[config.mk]
export PLATFORM = sky130hd
export DESIGN_NAME = timebase_gen
export DESIGN_NICKNAME = d
export VERILOG_FILES = /design/src/rtl/timebase_pkg.sv /design/src/rtl/timebase_gen_mod_counter.sv /design/src/rtl/timebase_gen.sv
export SDC_FILE = /design/constraint.sdc
export NUM_CORES = 1
export LEC_CHECK = 0
export ABC_AREA = 1
export CAP_MARGIN = 20
export CORE_MARGIN = 4
export CORE_UTILIZATION = 55
export CTS_BUF_LIST = sky130_fd_sc_hd__clkbuf_4 sky130_fd_sc_hd__clkbuf_8 sky130_fd_sc_hd__clkbuf_16
export DETAILED_ROUTE_END_ITERATION = 6
export HOLD_SLACK_MARGIN = 0.12
export PLACE_DENSITY = 0.88
export SLEW_MARGIN = 10
export SYNTH_ARGS = -nofsm -noshare
export SYNTH_HDL_FRONTEND = slang
export SYNTH_HIERARCHICAL = 1
export SYNTH_SLANG_ARGS = --single-unit
[constraint.sdc]
create_clock -name clk -period 2.6 [get_ports clk]
set_input_delay 0.39 -clock clk [delete_from_list [all_inputs] [get_ports clk]]
set_output_delay 0.39 -clock clk [all_outputs]
set_load 0.05 [all_outputs]
[src/rtl/timebase_pkg.sv]
// Shared constants and elaboration helpers for the alarm-clock timebase.
package timebase_pkg;

  localparam int unsigned CS_PER_SEC     = 100;
  localparam int unsigned SEC_PER_MIN    = 60;
  localparam int unsigned DEFAULT_CLK_HZ = 50_000_000;

  function automatic int unsigned div_of(input int unsigned clk_hz, input int unsigned base_hz);
    if (base_hz == 32'd0) begin
      return 32'd0;
    end else begin
      return clk_hz / base_hz;
    end
  endfunction

  function automatic int unsigned clog2(input int unsigned v);
    int unsigned r;
    r = 32'd0;
    for (int unsigned i = 0; i < 32; i++) begin
      if ((64'd1 << i) < 64'(v)) begin
        r = i + 32'd1;
      end else begin
        r = r;
      end
    end
    return r;
  endfunction

endpackage

[src/rtl/timebase_gen_mod_counter.sv]
// Modulo-MOD up-counter with clock enable, synchronous clear and a same-cycle wrap flag.
module mod_counter
  import timebase_pkg::*;
#(
  parameter int unsigned MOD = 100,
  parameter int unsigned W   = clog2(MOD)
) (
  input  logic         clk,
  input  logic         rst_n,
  input  logic         en,
  input  logic         clr,
  output logic [W-1:0] count,
  output logic         wrap
);

  localparam logic [W-1:0] LAST = W'(MOD - 32'd1);

  logic [W-1:0] count_q;
  logic [W-1:0] count_d;

  assign wrap  = en && (count_q == LAST);
  assign count = count_q;

  // Next count: clear dominates, then wrap to zero, then increment when enabled.
  always_comb begin
    count_d = count_q;
    if (clr) begin
      count_d = '0;
    end else if (wrap) begin
      count_d = '0;
    end else if (en) begin
      count_d = count_q + W'(1);
    end else begin
      count_d = count_q;
    end
  end

  // Count register.
  always_ff @(posedge clk or negedge rst_n) begin
    if (!rst_n) begin
      count_q <= '0;
    end else begin
      count_q <= count_d;
    end
  end

endmodule

[src/rtl/timebase_gen.sv]
// Timebase: prescaler producing centisecond/second/minute one-cycle enables,
// binary cs/sec counts and a cs-rate square wave. All outputs registered.
module timebase_gen
  import timebase_pkg::*;
#(
  parameter int unsigned CLK_HZ    = DEFAULT_CLK_HZ,
  parameter int unsigned BASE_HZ   = 100,
  parameter int unsigned FAST_MULT = 10
) (
  input  logic       clk,
  input  logic       rst_n,
  input  logic       run,
  input  logic       clear,
  input  logic       fast,
  output logic       cs_tick,
  output logic       sec_tick,
  output logic       min_tick,
  output logic [6:0] cs_count,
  output logic [5:0] sec_count,
  output logic       cs_clk
);

  localparam int unsigned DIV      = div_of(CLK_HZ, BASE_HZ);
  localparam int unsigned DIV_FAST = (FAST_MULT == 32'd0) ? 32'd0 : DIV / FAST_MULT;
  localparam int unsigned CW       = (clog2(DIV) < 32'd1) ? 32'd1 : clog2(DIV);
  localparam logic [CW-1:0] TC_M1_NORM = CW'(DIV - 32'd1);
  localparam logic [CW-1:0] TC_M1_FAST = CW'(DIV_FAST - 32'd1);

  if (BASE_HZ == 32'd0 || (CLK_HZ % BASE_HZ) != 32'd0) begin : g_err_ratio
    $error("timebase_gen: CLK_HZ must be a nonzero multiple of BASE_HZ");
  end
  if (DIV < 32'd2) begin : g_err_div
    $error("timebase_gen: CLK_HZ/BASE_HZ must be at least 2");
  end
  if (DIV_FAST < 32'd1) begin : g_err_fast
    $error("timebase_gen: DIV/FAST_MULT must be at least 1");
  end

  logic [CW-1:0] pre_q, pre_d, tc_m1_s;
  logic          tick_s, cs_wrap_s, sec_wrap_s;
  logic          cs_tick_q, sec_tick_q, min_tick_q, cs_clk_q;
  logic          cs_clk_d;

  // Prescaler: the >= compare forces a wrap when fast lowers the terminal count below pre.
  always_comb begin
    tc_m1_s = TC_M1_NORM;
    if (fast) begin
      tc_m1_s = TC_M1_FAST;
    end else begin
      tc_m1_s = TC_M1_NORM;
    end
    tick_s = run && !clear && (pre_q >= tc_m1_s);
    pre_d  = pre_q;
    if (clear) begin
      pre_d = '0;
    end else if (!run) begin
      pre_d = pre_q;
    end else if (tick_s) begin
      pre_d = '0;
    end else begin
      pre_d = pre_q + CW'(1);
    end
    cs_clk_d = cs_clk_q;
    if (clear) begin
      cs_clk_d = 1'b0;
    end else if (tick_s) begin
      cs_clk_d = ~cs_clk_q;
    end else begin
      cs_clk_d = cs_clk_q;
    end
  end

  mod_counter #(.MOD(CS_PER_SEC)) u_cs_cnt (
    .clk   (clk),
    .rst_n (rst_n),
    .en    (tick_s),
    .clr   (clear),
    .count (cs_count),
    .wrap  (cs_wrap_s)
  );

  mod_counter #(.MOD(SEC_PER_MIN)) u_sec_cnt (
    .clk   (clk),
    .rst_n (rst_n),
    .en    (cs_wrap_s),
    .clr   (clear),
    .count (sec_count),
    .wrap  (sec_wrap_s)
  );

  // Prescaler, tick pulses and square-wave registers; ticks drop whenever no wrap occurs.
  always_ff @(posedge clk or negedge rst_n) begin
    if (!rst_n) begin
      pre_q      <= '0;
      cs_tick_q  <= 1'b0;
      sec_tick_q <= 1'b0;
      min_tick_q <= 1'b0;
      cs_clk_q   <= 1'b0;
    end else begin
      pre_q      <= pre_d;
      cs_tick_q  <= tick_s;
      sec_tick_q <= cs_wrap_s;
      min_tick_q <= sec_wrap_s;
      cs_clk_q   <= cs_clk_d;
    end
  end

  assign cs_tick  = cs_tick_q;
  assign sec_tick = sec_tick_q;
  assign min_tick = min_tick_q;
  assign cs_clk   = cs_clk_q;

endmodule

==> impl_metrics.tcl <==
set metrics [dict create \
    reg2reg_from "pre_q[14]$_DFFE_PN0P_" \
    rsz0062_at_grt "no" \
    path_max_fanout 6 \
    critPathKind "input pin to register" \
    dp_slack_ns -0.358 \
    min-delay-path-class "input pin to asynchronous set/reset pin" \
    ant_nets 0 \
    drc 0 \
    worstPathArrival_ns 2.52 \
    crit_required_ns 2.78 \
    synth.avg_cell_area_sq_um 7.83 \
    io_pins 22 \
    antenna_found_initial 0 \
    fp.dieW_um 73.1 \
    syn-cell-area_sq_um 2330 \
    setup_viol 0 \
    hold_violations 0 \
    drt_first_pass_iters 4 \
    vias 1985 \
    htree_num_levels 2 \
    cts_inserted_buffers 5 \
    wl_mm 4.75 \
    place.gp.congestion 0.888 \
    layout_setup_ws_ns 0.268 \
    synth_nets 314 \
    final_util_pct 67.8 \
    tritoncts "built" \
    start_util_pct 57.5 \
    num-nets-final 350 \
    outcome "finished, final reports clean" \
    grt_first_pass_wirelength_mm 8.43 \
    worstMarginPinSlew_ns 0.792 \
    first_global_vias 1961 \
    via_per_inst 5.16 \
    dp_hpwl_mm 3.54 \
    hold_buffers 0 \
    power_mw 1.12 \
    synth_area_leaders "dfrtp_1 (39%), nand2_1 (11%), inv_1 (6.3%)" \
    final_cell_count_no_fill 385 \
    yosysTopAreaCellShare_pct 38.6 \
    synth_area_leader_cell "dfrtp_1" \
    drv_cap 0 \
    clock.fmax_mhz 429 \
    die_area_sq_um 5350 \
    fin_skew_ns 0.00767 \
    drive_gt1_share_pct 20.9 \
    fin_crit_sh_pct 89.7 \
    area_growth_pct 17.9 \
    synth_seq_cells 36 \
    rows 23 \
    syn_inst 298 \
    portBuffers 21 \
    power.density_nw_per_um2 407 \
    cts-root-buf "clkbuf_8" \
    critPathLaunchType "input pin" \
    drtIter0Drc 157 \
    synth_warnings 6 \
    period_needed_ns 2.33 \
    wl_per_cell_um 12.3 \
    clkTransAtPathRegs_ns 0.08 \
    end_kind "register" \
    ys_types 29 \
    clock-sinks 36 \
    track_usage_pct 20.1 \
    leakage_nw 1.36 \
    die_y_um 73.1 \
    gr-total-overflow 0 \
    clockBufferDepth 2 \
    placed_cells 377 \
    startpoint "fast" \
    clk_latency_ns 0.29 \
    slew_headroom_pct 47.2 \
    ir_worst_vdd_mv 0.345 \
    grt_max_degree 37 \
    antenna_cells 0 \
    finalMaxSlewViolations 0 \
    coreArea_sq_um 4060 \
    yosysSeqAreaShare_pct 38.6 \
    reg2regPathDepth 17 \
]
layer usage:
metal	wire [um]	up-vias	GRT usage (%)
li1	-	1004	-
met1	2180	930	26.2
met2	2310	40	32.6
met3	181	11	4.27
met4	87	0	7.58
met5	0	-	0
timing repair:
item | CTS | global route
cloned | 0 | 0
setup buffers | 0 | 0
setup endpoints to repair | 7 | 3
gates resized for setup | 3 | 1
critical path, cell delays in order:
cell,delay [ns]
clkdlybuf4s15_1,0.25
inv_1,0.11
ha_1,0.33
nand2_1,0.09
nor2_1,0.14
nand3_2,0.09
nor2_1,0.11
nor2_2,0.06
nand2_2,0.09
nand2_4,0.05
inv_1,0.07
nand2_1,0.05
nor2_1,0.10
nand2_2,0.07
inv_2,0.10
nand2_1,0.06
nand3b_4,0.19
nand3_1,0.10
a21oi_2,0.06
layout make-up:
type,instances,area [sq um]
Timing Repair Buffer,30,273
Clock inverter,1,7.51
Sequential cell,36,901
Clock buffer,7,90.1
Fill cell,313,1310
Multi-Input combinational cell,214,1240
Inverter,47,181
Tap cell,50,62.6
synth_stat cells, drive strengths merged:
cell type  instances
o21ai              4
ha                11
a31oi              1
a21oi             11
nand3b             4
nand2             76
nand3             28
dfrtp             36
o22ai              2
buf                1
inv               46
xor2              10
o21bai             1
clkinv             1
nand4              3
nor2              54
nor3               5
xnor2              4
state kept, by name, indices dropped and copies added, names as in the netlist:
name             count
u_cs_cnt/count       7
min_tick             1
sec_tick             1
pre_q               19
cs_tick              1
cs_clk               1
u_sec_cnt/count      6
layout by cell type (no fill, tap or decap), drive strengths merged, types with 3 or more instances in the layout:
cell	instances
nor3	5
ha	11
clkbuf	7
buf	10
clkdlybuf4s50	19
xnor2	4
xor2	10
nand3b	4
nor2	54
nand4	3
o21ai	4
a21oi	11
nand2	76
dfrtp	36
nand3	28
inv	46
through the flow:
| stage | hold WS [ns] | cell area [sq um] | setup TNS, ns |
|---|---|---|---|
| 3_3_place_gp | 0.507 | 2650 | -2.22 |
| 3_5_place_dp | 0.520 | 2650 | -3.22 |
| 2_1_floorplan | 0.0944 | 2330 | 0 |
| 5_1_grt | 0.253 | 2750 | 0 |
| 6_report | 0.184 | 2750 | 0 |
| 4_1_cts | 0.219 | 2750 | 0 |
power by group:
group / internal [mW] / leakage [nW] / switching, mW / total [mW]
combinational: 0.0359 / 0.808 / 0.0713 / 0.107
clock: 0.226 / 0.0479 / 0.199 / 0.425
sequential: 0.573 / 0.501 / 0.0146 / 0.587
total: 0.834 / 1.36 / 0.285 / 1.12
cell families after synthesis:
kind of cell,after synthesis,synth area share [%]
XOR/XNOR,14,5.25
AO/OA/AOI/OAI,19,4.67
adder cells (fa/ha/maj),11,5.90
flip-flops,36,38.6
buffers and inverters,48,8.63
AND/OR/NAND/NOR,170,36.9
final timing paths:
path	end	slack, ns
worst max-delay path	u_sec_cnt/count[5]$_DFFE_PN0P_	0.27
worst min register to register	cs_clk$_DFFE_PN0P_	0.54
max in group asynchronous	pre_q[5]$_DFFE_PN0P_	1.91
min in group clk	cs_clk$_DFFE_PN0P_	0.54
worst max register to register	u_sec_cnt/count[5]$_DFFE_PN0P_	0.30
worst min-delay path	pre_q[15]$_DFFE_PN0P_	0.18
Power figures use the tool's default switching activity.
